==> config.mk <==
export PLATFORM = sky130hd
export DESIGN_NAME = if_fetch_unit
export DESIGN_NICKNAME = d
export VERILOG_FILES = /design/src/rtl/if_fetch_unit_pkg.sv /design/src/rtl/if_fetch_unit_sync_fifo.sv /design/src/rtl/if_fetch_unit.sv
export SDC_FILE = /design/constraint.sdc
export NUM_CORES = 1
export LEC_CHECK = 0
export CORE_MARGIN = 4
export CORE_UTILIZATION = 55
export DETAILED_ROUTE_END_ITERATION = 8
export GPL_TIMING_DRIVEN = 0
export PLACE_DENSITY_LB_ADDON = 0.25
export SYNTH_ARGS = -nofsm -noshare
export SYNTH_HDL_FRONTEND = slang
export SYNTH_HIERARCHICAL = 1
export SYNTH_SLANG_ARGS = --single-unit
==> constraint.sdc <==
create_clock -name clk -period 8.4 [get_ports clk]
set_input_delay 1.68 -clock clk [delete_from_list [all_inputs] [get_ports clk]]
set_output_delay 1.68 -clock clk [all_outputs]
set_load 0.03 [all_outputs]
==> src/rtl/if_fetch_unit_pkg.sv <==
//------------------------------------------------------------------------------
// Module      : if_fetch_unit_pkg
// Description : Shared constants, the prefetch entry type and a PC alignment
//               helper for the instruction-fetch stage.
// Revision    : 1.0 - initial release
//------------------------------------------------------------------------------
`default_nettype none

package if_fetch_unit_pkg;

  // Default first fetch address after reset
  localparam logic [31:0] C_RESET_PC = 32'h0000_0000;
  // Bubble encoding presented downstream when no instruction is available
  localparam logic [31:0] C_NOP      = 32'h0000_0000;
  // Sequential fetch increment (one 32-bit word)
  localparam logic [31:0] C_PC_STEP  = 32'd4;

  // One prefetch FIFO entry: instruction word tagged with its PC
  typedef struct packed {
    logic [31:0] pc;
    logic [31:0] inst;
  } fetch_entry_t;

  // Word-align an address by clearing the byte-offset bits
  function automatic logic [31:0] align_word(input logic [31:0] addr);
    return {addr[31:2], 2'b00};
  endfunction

endpackage

`default_nettype wire

==> src/rtl/if_fetch_unit_sync_fifo.sv <==
//------------------------------------------------------------------------------
// Module      : if_fetch_unit_sync_fifo
// Description : Synchronous FIFO with registered push/pop, a synchronous
//               flush, an occupancy count and a combinational head output.
//               DEPTH must be a power of two so the pointers wrap naturally.
// Revision    : 1.0 - initial release
//------------------------------------------------------------------------------
`default_nettype none

module if_fetch_unit_sync_fifo #(
  parameter int WIDTH = 64,
  parameter int DEPTH = 4,
  parameter int CNT_W = 3
) (
  input  logic             clk,
  input  logic             rst_n,
  input  logic             flush,
  input  logic             push,
  input  logic [WIDTH-1:0] din,
  input  logic             pop,
  output logic [WIDTH-1:0] head,
  output logic [CNT_W-1:0] count,
  output logic             full,
  output logic             empty
);

  localparam int              PTR_W     = (DEPTH > 1) ? $clog2(DEPTH) : 1;
  localparam logic [CNT_W-1:0] DEPTH_CNT = CNT_W'(DEPTH);

  logic [WIDTH-1:0] mem [DEPTH];
  logic [PTR_W-1:0] wr_ptr;
  logic [PTR_W-1:0] rd_ptr;
  logic [CNT_W-1:0] count_r;
  logic             do_push;
  logic             do_pop;

  assign empty   = (count_r == '0);
  assign full    = (count_r == DEPTH_CNT);
  assign count   = count_r;
  assign head    = mem[rd_ptr];

  // Popping an empty FIFO is ignored; a push into a full FIFO only lands
  // when the same cycle frees a slot.
  assign do_pop  = pop && !empty;
  assign do_push = push && (!full || do_pop);

  // Pointer and occupancy bookkeeping; flush empties the FIFO in one cycle
  always_ff @(posedge clk or negedge rst_n) begin
    if (!rst_n) begin
      wr_ptr  <= '0;
      rd_ptr  <= '0;
      count_r <= '0;
    end else if (flush) begin
      wr_ptr  <= '0;
      rd_ptr  <= '0;
      count_r <= '0;
    end else begin
      if (do_push) wr_ptr <= wr_ptr + 1'b1;
      if (do_pop)  rd_ptr <= rd_ptr + 1'b1;
      if (do_push && !do_pop)      count_r <= count_r + 1'b1;
      else if (do_pop && !do_push) count_r <= count_r - 1'b1;
    end
  end

  // Storage array; contents need no reset because count gates visibility
  always_ff @(posedge clk) begin
    if (do_push && !flush) mem[wr_ptr] <= din;
  end

  // A push that cannot land means the upstream issue guard is broken
  a_no_overflow : assert property (@(posedge clk) disable iff (!rst_n)
    !(push && !flush && full && !do_pop));

endmodule

`default_nettype wire

==> src/rtl/if_fetch_unit.sv <==
//------------------------------------------------------------------------------
// Module      : if_fetch_unit
// Description : Instruction-fetch stage. Issues in-order word fetches to a
//               variable-latency instruction memory, buffers returned words
//               with their PCs in a prefetch FIFO and presents the FIFO head
//               to IF/ID. Redirects flush the FIFO and discard responses
//               still in flight on the old path. rst is active-low, async.
// Revision    : 1.0 - initial release
//------------------------------------------------------------------------------
`default_nettype none

module if_fetch_unit
  import if_fetch_unit_pkg::*;
#(
  parameter logic [31:0] RESET_PC   = C_RESET_PC,
  parameter int          FIFO_DEPTH = 4,
  parameter int          CNT_W      = 3
) (
  input  logic        clk,
  input  logic        rst,
  input  logic        stall,
  input  logic        jb,
  input  logic [31:0] jb_target,
  output logic        imem_req,
  output logic [31:0] imem_addr,
  input  logic        imem_ready,
  input  logic        imem_rvalid,
  input  logic [31:0] imem_rdata,
  output logic [31:0] pc_out,
  output logic [31:0] inst_out,
  output logic        inst_valid,
  output logic        if_empty
);

  localparam logic [CNT_W:0] DEPTH_W = (CNT_W + 1)'(FIFO_DEPTH);

  logic [31:0]      fetch_pc;      // next address to request
  logic [31:0]      resp_pc;       // PC of the next kept response
  logic [CNT_W-1:0] outstanding;   // accepted requests awaiting data
  logic [CNT_W-1:0] drop_cnt;      // responses still owed to the old path
  logic [CNT_W-1:0] fifo_count;
  logic [CNT_W:0]   in_use;
  logic [CNT_W-1:0] out_after_resp;
  logic             accept;
  logic             dropping;
  logic             keep;
  logic             push;
  logic             pop;
  logic             fifo_empty;
  logic             fifo_full;
  logic [63:0]      head_bits;
  fetch_entry_t     head;
  fetch_entry_t     push_entry;
  logic [31:0]      redirect_pc;

  // Only issue while every request already in flight plus the buffered
  // entries still leaves a free slot, so a kept response always fits.
  assign in_use    = {1'b0, fifo_count} + {1'b0, outstanding};
  assign imem_req  = rst && !jb && (in_use < DEPTH_W);
  assign imem_addr = fetch_pc;
  assign accept    = imem_req && imem_ready;

  assign dropping  = imem_rvalid && (drop_cnt != '0);
  assign keep      = imem_rvalid && (drop_cnt == '0);
  assign push      = keep && !jb;
  assign pop       = inst_valid && !stall && !jb;

  // A redirect never coincides with an accept (imem_req is low), so only
  // the response decrement needs folding into the surviving count.
  assign out_after_resp = outstanding - {{(CNT_W-1){1'b0}}, imem_rvalid};
  assign redirect_pc    = align_word(jb_target);

  assign push_entry.pc   = resp_pc;
  assign push_entry.inst = imem_rdata;

  // Fetch and response PCs: advance on accept/kept response, reload on redirect
  always_ff @(posedge clk or negedge rst) begin
    if (!rst) begin
      fetch_pc <= RESET_PC;
      resp_pc  <= RESET_PC;
    end else if (jb) begin
      fetch_pc <= redirect_pc;
      resp_pc  <= redirect_pc;
    end else begin
      if (accept) fetch_pc <= fetch_pc + C_PC_STEP;
      if (keep)   resp_pc  <= resp_pc + C_PC_STEP;
    end
  end

  // In-flight and drop counters; a redirect marks everything still out as stale
  always_ff @(posedge clk or negedge rst) begin
    if (!rst) begin
      outstanding <= '0;
      drop_cnt    <= '0;
    end else if (jb) begin
      outstanding <= out_after_resp;
      drop_cnt    <= out_after_resp;
    end else begin
      outstanding <= out_after_resp + {{(CNT_W-1){1'b0}}, accept};
      if (dropping) drop_cnt <= drop_cnt - 1'b1;
    end
  end

  if_fetch_unit_sync_fifo #(
    .WIDTH (64),
    .DEPTH (FIFO_DEPTH),
    .CNT_W (CNT_W)
  ) u_fifo (
    .clk   (clk),
    .rst_n (rst),
    .flush (jb),
    .push  (push),
    .din   (push_entry),
    .pop   (pop),
    .head  (head_bits),
    .count (fifo_count),
    .full  (fifo_full),
    .empty (fifo_empty)
  );

  assign head       = fetch_entry_t'(head_bits);
  assign inst_valid = !fifo_empty;
  assign if_empty   = fifo_empty;
  assign pc_out     = inst_valid ? head.pc   : C_NOP;
  assign inst_out   = inst_valid ? head.inst : C_NOP;

  // The issue guard must keep buffered plus in-flight within the FIFO size
  a_guard_holds : assert property (@(posedge clk) disable iff (!rst)
    in_use <= DEPTH_W);

  // Memory must never answer a request that was not issued
  a_no_orphan_resp : assert property (@(posedge clk) disable iff (!rst)
    !(imem_rvalid && outstanding == '0));

  // A kept response always finds room
  a_kept_fits : assert property (@(posedge clk) disable iff (!rst)
    !(push && fifo_full && !pop));

endmodule

`default_nettype wire

# [After elaboration in Yosys (flattened, before gate mapping)]
# Memory sizes are Yosys's and may differ from the RTL's.
# Cells that the tools add are included.
[op_classes] n_lt_le_gt_ge=1 n_mux=18 n_reduce_logical=29 add_sub_neg=10 n_eq_ne=1
[ops] operator="$mux W32" n=6
[ops] operator="$add A32 B3 Y32 const B" n=2
[ops] operator="$mux W3" n=6
[ops] operator="$logic_and A1 B1 Y1" n=13
[ops] operator="$reduce_bool A2 Y1" n=5
[ops] operator="$mux W2" n=4
[ops] operator="$logic_not A1 Y1" n=6
[ops] operator="$logic_not A3 Y1" n=2
[ops] operator="$reduce_bool A3 Y1" n=2
[ops] operator="$sub A3 B1 Y3 const B" n=2
[ops] operator="$add A2 B1 Y2 const B" n=2
[ops] operator="$add A3 B3 Y4" n=1
[ops] operator="$lt A4 B3 Y1 const B" n=1
[ops] operator="$add A3 B1 Y3" n=1
[ops] operator="$add A3 B1 Y3 const B" n=1
[ops] operator="$eq A3 B3 Y1 const B" n=1
[ops] operator="$sub A3 B1 Y3" n=1
[ops] operator="$mux W1" n=2
[ops] operator="$logic_or A1 B1 Y1" n=1
[word_totals] in_bits=70 out_inout_bits=99 mem_bits_rw=256 n_memories=1 elab_cells=67 regBits=77
[memory_table] memory="u_fifo.mem" words=4 width=64 rd=1 rd_clocked_by_memory_dff=0 wr=1 line_no="if_fetch_unit_sync_fifo.sv:30" text="logic [WIDTH-1:0] mem [DEPTH];"

# [Logic depth before layout (Yosys ltp)]
[logic_depth] ltp_word=12 mapped_depth=11 ltp_nobuf=9

# [Hierarchy]
# The synthesis kept the hierarchy.
[by_module_without_submodules] module="if_fetch_unit_sync_fifo" area_per_inst_um2=9790.6 instances=1 seq_area_each_um2=7862.5 cells_each=397
[by_module_without_submodules] module="if_fetch_unit" area_per_inst_um2=4280.4 instances=1 seq_area_each_um2=1651.6 cells_each=488

# [Worst setup path after synthesis]
# Ideal clock, no wire load.
[synth_path] path_type="input-to-reg" start="in jb" end="mem u_fifo.mem[0][0], enable pin" t_required_ns=7.822 arrival_ns=7.455 path_slack_ns=0.367 cell_stages=7 n_path_buf=3 setup_time_ns=0.578 cell_sequence="clkbuf_1 inv_1 clkbuf_1 and2_1 buf_2 o21ai_0 nor3b_1"
[synth_via] elab_cells_between_ends=9 cone_classes="mux (2); reduce/logical (7)"
[synth_rtl] item="from (decl)" line_no="if_fetch_unit.sv:22" text="input logic jb,"
[synth_rtl] item="$logic_not A1 Y1" line_no="if_fetch_unit.sv:65" text="assign push = keep && !jb;"
[synth_rtl] item="$logic_and A1 B1 Y1" line_no="if_fetch_unit.sv:65"
[synth_rtl] item="named net push" line_no="if_fetch_unit.sv:47" text="logic push;"
[synth_rtl] item="$logic_and A1 B1 Y1" line_no="if_fetch_unit_sync_fifo.sv:45" text="assign do_push = push && (!full || do_pop);"
[synth_rtl] item="$logic_and A1 B1 Y1" line_no="if_fetch_unit_sync_fifo.sv:67" text="if (do_push && !flush) mem[wr_ptr] <= din;"
[synth_rtl] item="$mux W1" line_no="if_fetch_unit_sync_fifo.sv:67"
[synth_rtl] item="$mux W1 (implied by the code)" line_no="if_fetch_unit_sync_fifo.sv:67"
[synth_rtl] item="to (decl)" line_no="if_fetch_unit_sync_fifo.sv:30"
# The timed path passes the listed nets, and every way through them passes these cells.

# [Worst setup path in the final report]
[layout_path] start="in jb" end="out imem_req"
[layout_via] elab_chain_cells=3
[layout_rtl] item="$logic_not A1 Y1" line_no="if_fetch_unit.sv:59" text="assign imem_req = rst && !jb && (in_use < DEPTH_W);"
[layout_rtl] item="$logic_and A1 B1 Y1 (2 in a row)" line_no="if_fetch_unit.sv:59"
[layout_rtl] item="to (decl)" line_no="if_fetch_unit.sv:24" text="output logic imem_req,"
# No other way between the ends.

==> results.md <==
- First-pass GRT wire length: 48600 um
- GRT Residual Overflow: 0
- Fin crit share: 64.2%
- Worst min path class: reg2reg
- CP Data Arrival Time: 3720 ps
- Worst EP required: 6720 ps
- FF+latch area: 9510 um2
- Clock Power Share: 38.1%
- Initial Util: 55.9%
- Post-DP Area: 16500 um2
- Initial antenna violation count: 0
- Ports: 169
- First DRT Iteration DRCs: 662
- GR Util All Layers: 21.8%
- Fillers: 1677
- Core Area: 25200 um2
- Area of the multi-input gates: 4300 um2
- Final hold vios: 0
- Clock slew at reported path FFs: 60 ps
- RSZ-0062 raised after global routing: false
- Final non-filler cell area: 17500 um2
- Final Net Count: 1201
- # port buffers: 164
- DRC: 0
- Via-to-Cell Ratio: 5.69
- Row count: 58
- Clk Latency, worst-skew pair: 540 ps
- Worst Path Max Fanout: 8
- Via count: 8362
- Share of cells above drive strength 1: 17.4%
- Resize count post-CTS: 0
- Critical path capture point type: primary output
- Dpl hpwl: 21800 um
- Final core occ: 69.6%
- DR WL/cell: 20.6 um
- Fmax: 185 MHz
- Leak: 5.91 nW
- Final setup fails: 0
- Chip height: 168 um
- Critical path class: in2out
- Area delta synth->final: 24.5%
- Placer Congestion: 0.890
- Die width: 168 um
- Setup bufs post-CTS: 0
- Tmin final: 5400 ps
- Mapped Cells: 884
- CTS Buf Count: 31
- Sw power: 0.000836 W
- Antenna-violating nets left: 0
- Diode count: 0
- Slew of the pin with the lowest slew margin: 1070 ps
- DRT Pass-1 Iters: 5
- Die ar.: 28200 um2
- DRT Wirelength: 30300 um
- Post-route insts no fill: 1470
- CP startpoint kind: input port
- Clock root buffer master: clkbuf_16
- Vias in the first global route: 8740
- Syn. warnings: 6
- Switching Fraction: 23.0%
- Part of the power in registers: 52.3%
- Cts hold-fix bufs: 0
- Setup Total Neg Slack: 0 ps
- Max Cap Viol: 0
- Cell internal pwr: 0.00280 W
- CTS sink cnt: 329
- H-tree depth: 1
- Mapped cell area: 14100 um2
- Comb pwr share: 9.6%
- Max Slew Vio Count: 0
- Synth Area per Inst: 15.9 um2
- Inst Count DP: 1413
- Max clock buf depth: 3
- Largest net degree at the start of global routing: 72
- Pwr Density: 208 nW/um2
- Worst clock skew: 10.3 ps
- Run status: complete, no violations
- Peak supply drop: 0.170 mV
- Max-slew headroom: 27.8%
- CTS tree: yes
[cells in the final DEF (no fill, tap or decap), types with 4 or more instances in the layout]
cell type,instances
edfxtp_1,256
or3_1,5
xor2_1,13
nand2b_1,5
nor3_1,16
clkbuf_16,32
clkinv_2,10
nand2_1,43
nor2_1,35
clkbuf_1,25
inv_1,19
mux4_2,64
dfrtp_1,73
o21ai_0,33
xnor2_1,32
a21oi_1,9
a31oi_1,8
nor4_1,4
buf_4,9
o211ai_1,6
nor2b_1,66
buf_2,11
nor3b_2,4
and3_1,12
mux2_2,22
nand3_1,30
conb_1,10
or4_1,5
and4_1,5
clkdlybuf4s50_1,163
nand4_1,22
ha_1,14
buf_6,24
[layout make-up]
class	instances	area share (%)
plain buffers	45	1.28
clock buffers	39	4.88
clock inverters	18	1.00
inverters	20	0.457
multi-input cells	499	24.6
flip-flops and latches	329	54.3
well taps	330	2.36
repair buffers	190	11.1
[flip-flops by register name, summed over array words and instances, names as in the netlist]
| signal | count |
|---|---|
| imem_addr | 30 |
| u_fifo/count | 3 |
| drop_cnt | 3 |
| u_fifo/wr_ptr | 2 |
| u_fifo/mem | 256 |
| resp_pc | 30 |
| u_fifo/rd_ptr | 2 |
| outstanding | 3 |
[stage by stage]
stage	worst slack [ps]	total power [W]	hold slack (ps)
floorplan	367	0.00212	484
global placement	-4170	0.00227	539
detailed placement	2500	0.00228	559
CTS	2980	0.00367	578
global route	2820	0.00379	605
finish	3000	0.00364	567
[power by group through the flow]
stage          Clock [W]  Combinational, W  Sequential, W
2_1_floorplan          0          0.000175        0.00195
3_3_place_gp           0          0.000337        0.00193
3_5_place_dp           0          0.000349        0.00193
4_1_cts          0.00142          0.000351        0.00190
5_1_grt          0.00150          0.000388        0.00191
6_report         0.00139          0.000348        0.00190
[path summary, 6_finish.rpt]
| check | from | end | slack, ps | depth (start not counted) |
|---|---|---|---|---|
| max | jb | imem_req | 3000 | 4 |
| min | drop_cnt[1] | drop_cnt[1] | 570 | 2 |
| max reg2reg | u_fifo/count[0] | u_fifo/mem[3][29] | 4420 | 12 |
| min reg2reg | drop_cnt[1] | drop_cnt[1] | 570 | 2 |
| max in group asynchronous | rst | imem_addr[5] | 6920 | 2 |
| min in group asynchronous | rst | imem_addr[15] | 930 | 1 |
[routing by layer]
metal	vias up	GRT usage (%)	share of wire [%]
li1	3857	-	-
met1	4133	30.6	42
met2	326	36.4	49
met3	46	3.50	6.6
met4	0	5.29	2.3
met5	-	0	0
[worst max-delay path, stage by stage]
cell	delay, ps
clkdlybuf4s50_1	520
or4b_1	590
nor3_1	210
clkdlybuf4s50_1	710
No activity file was read; power rests on OpenSTA's default activity.
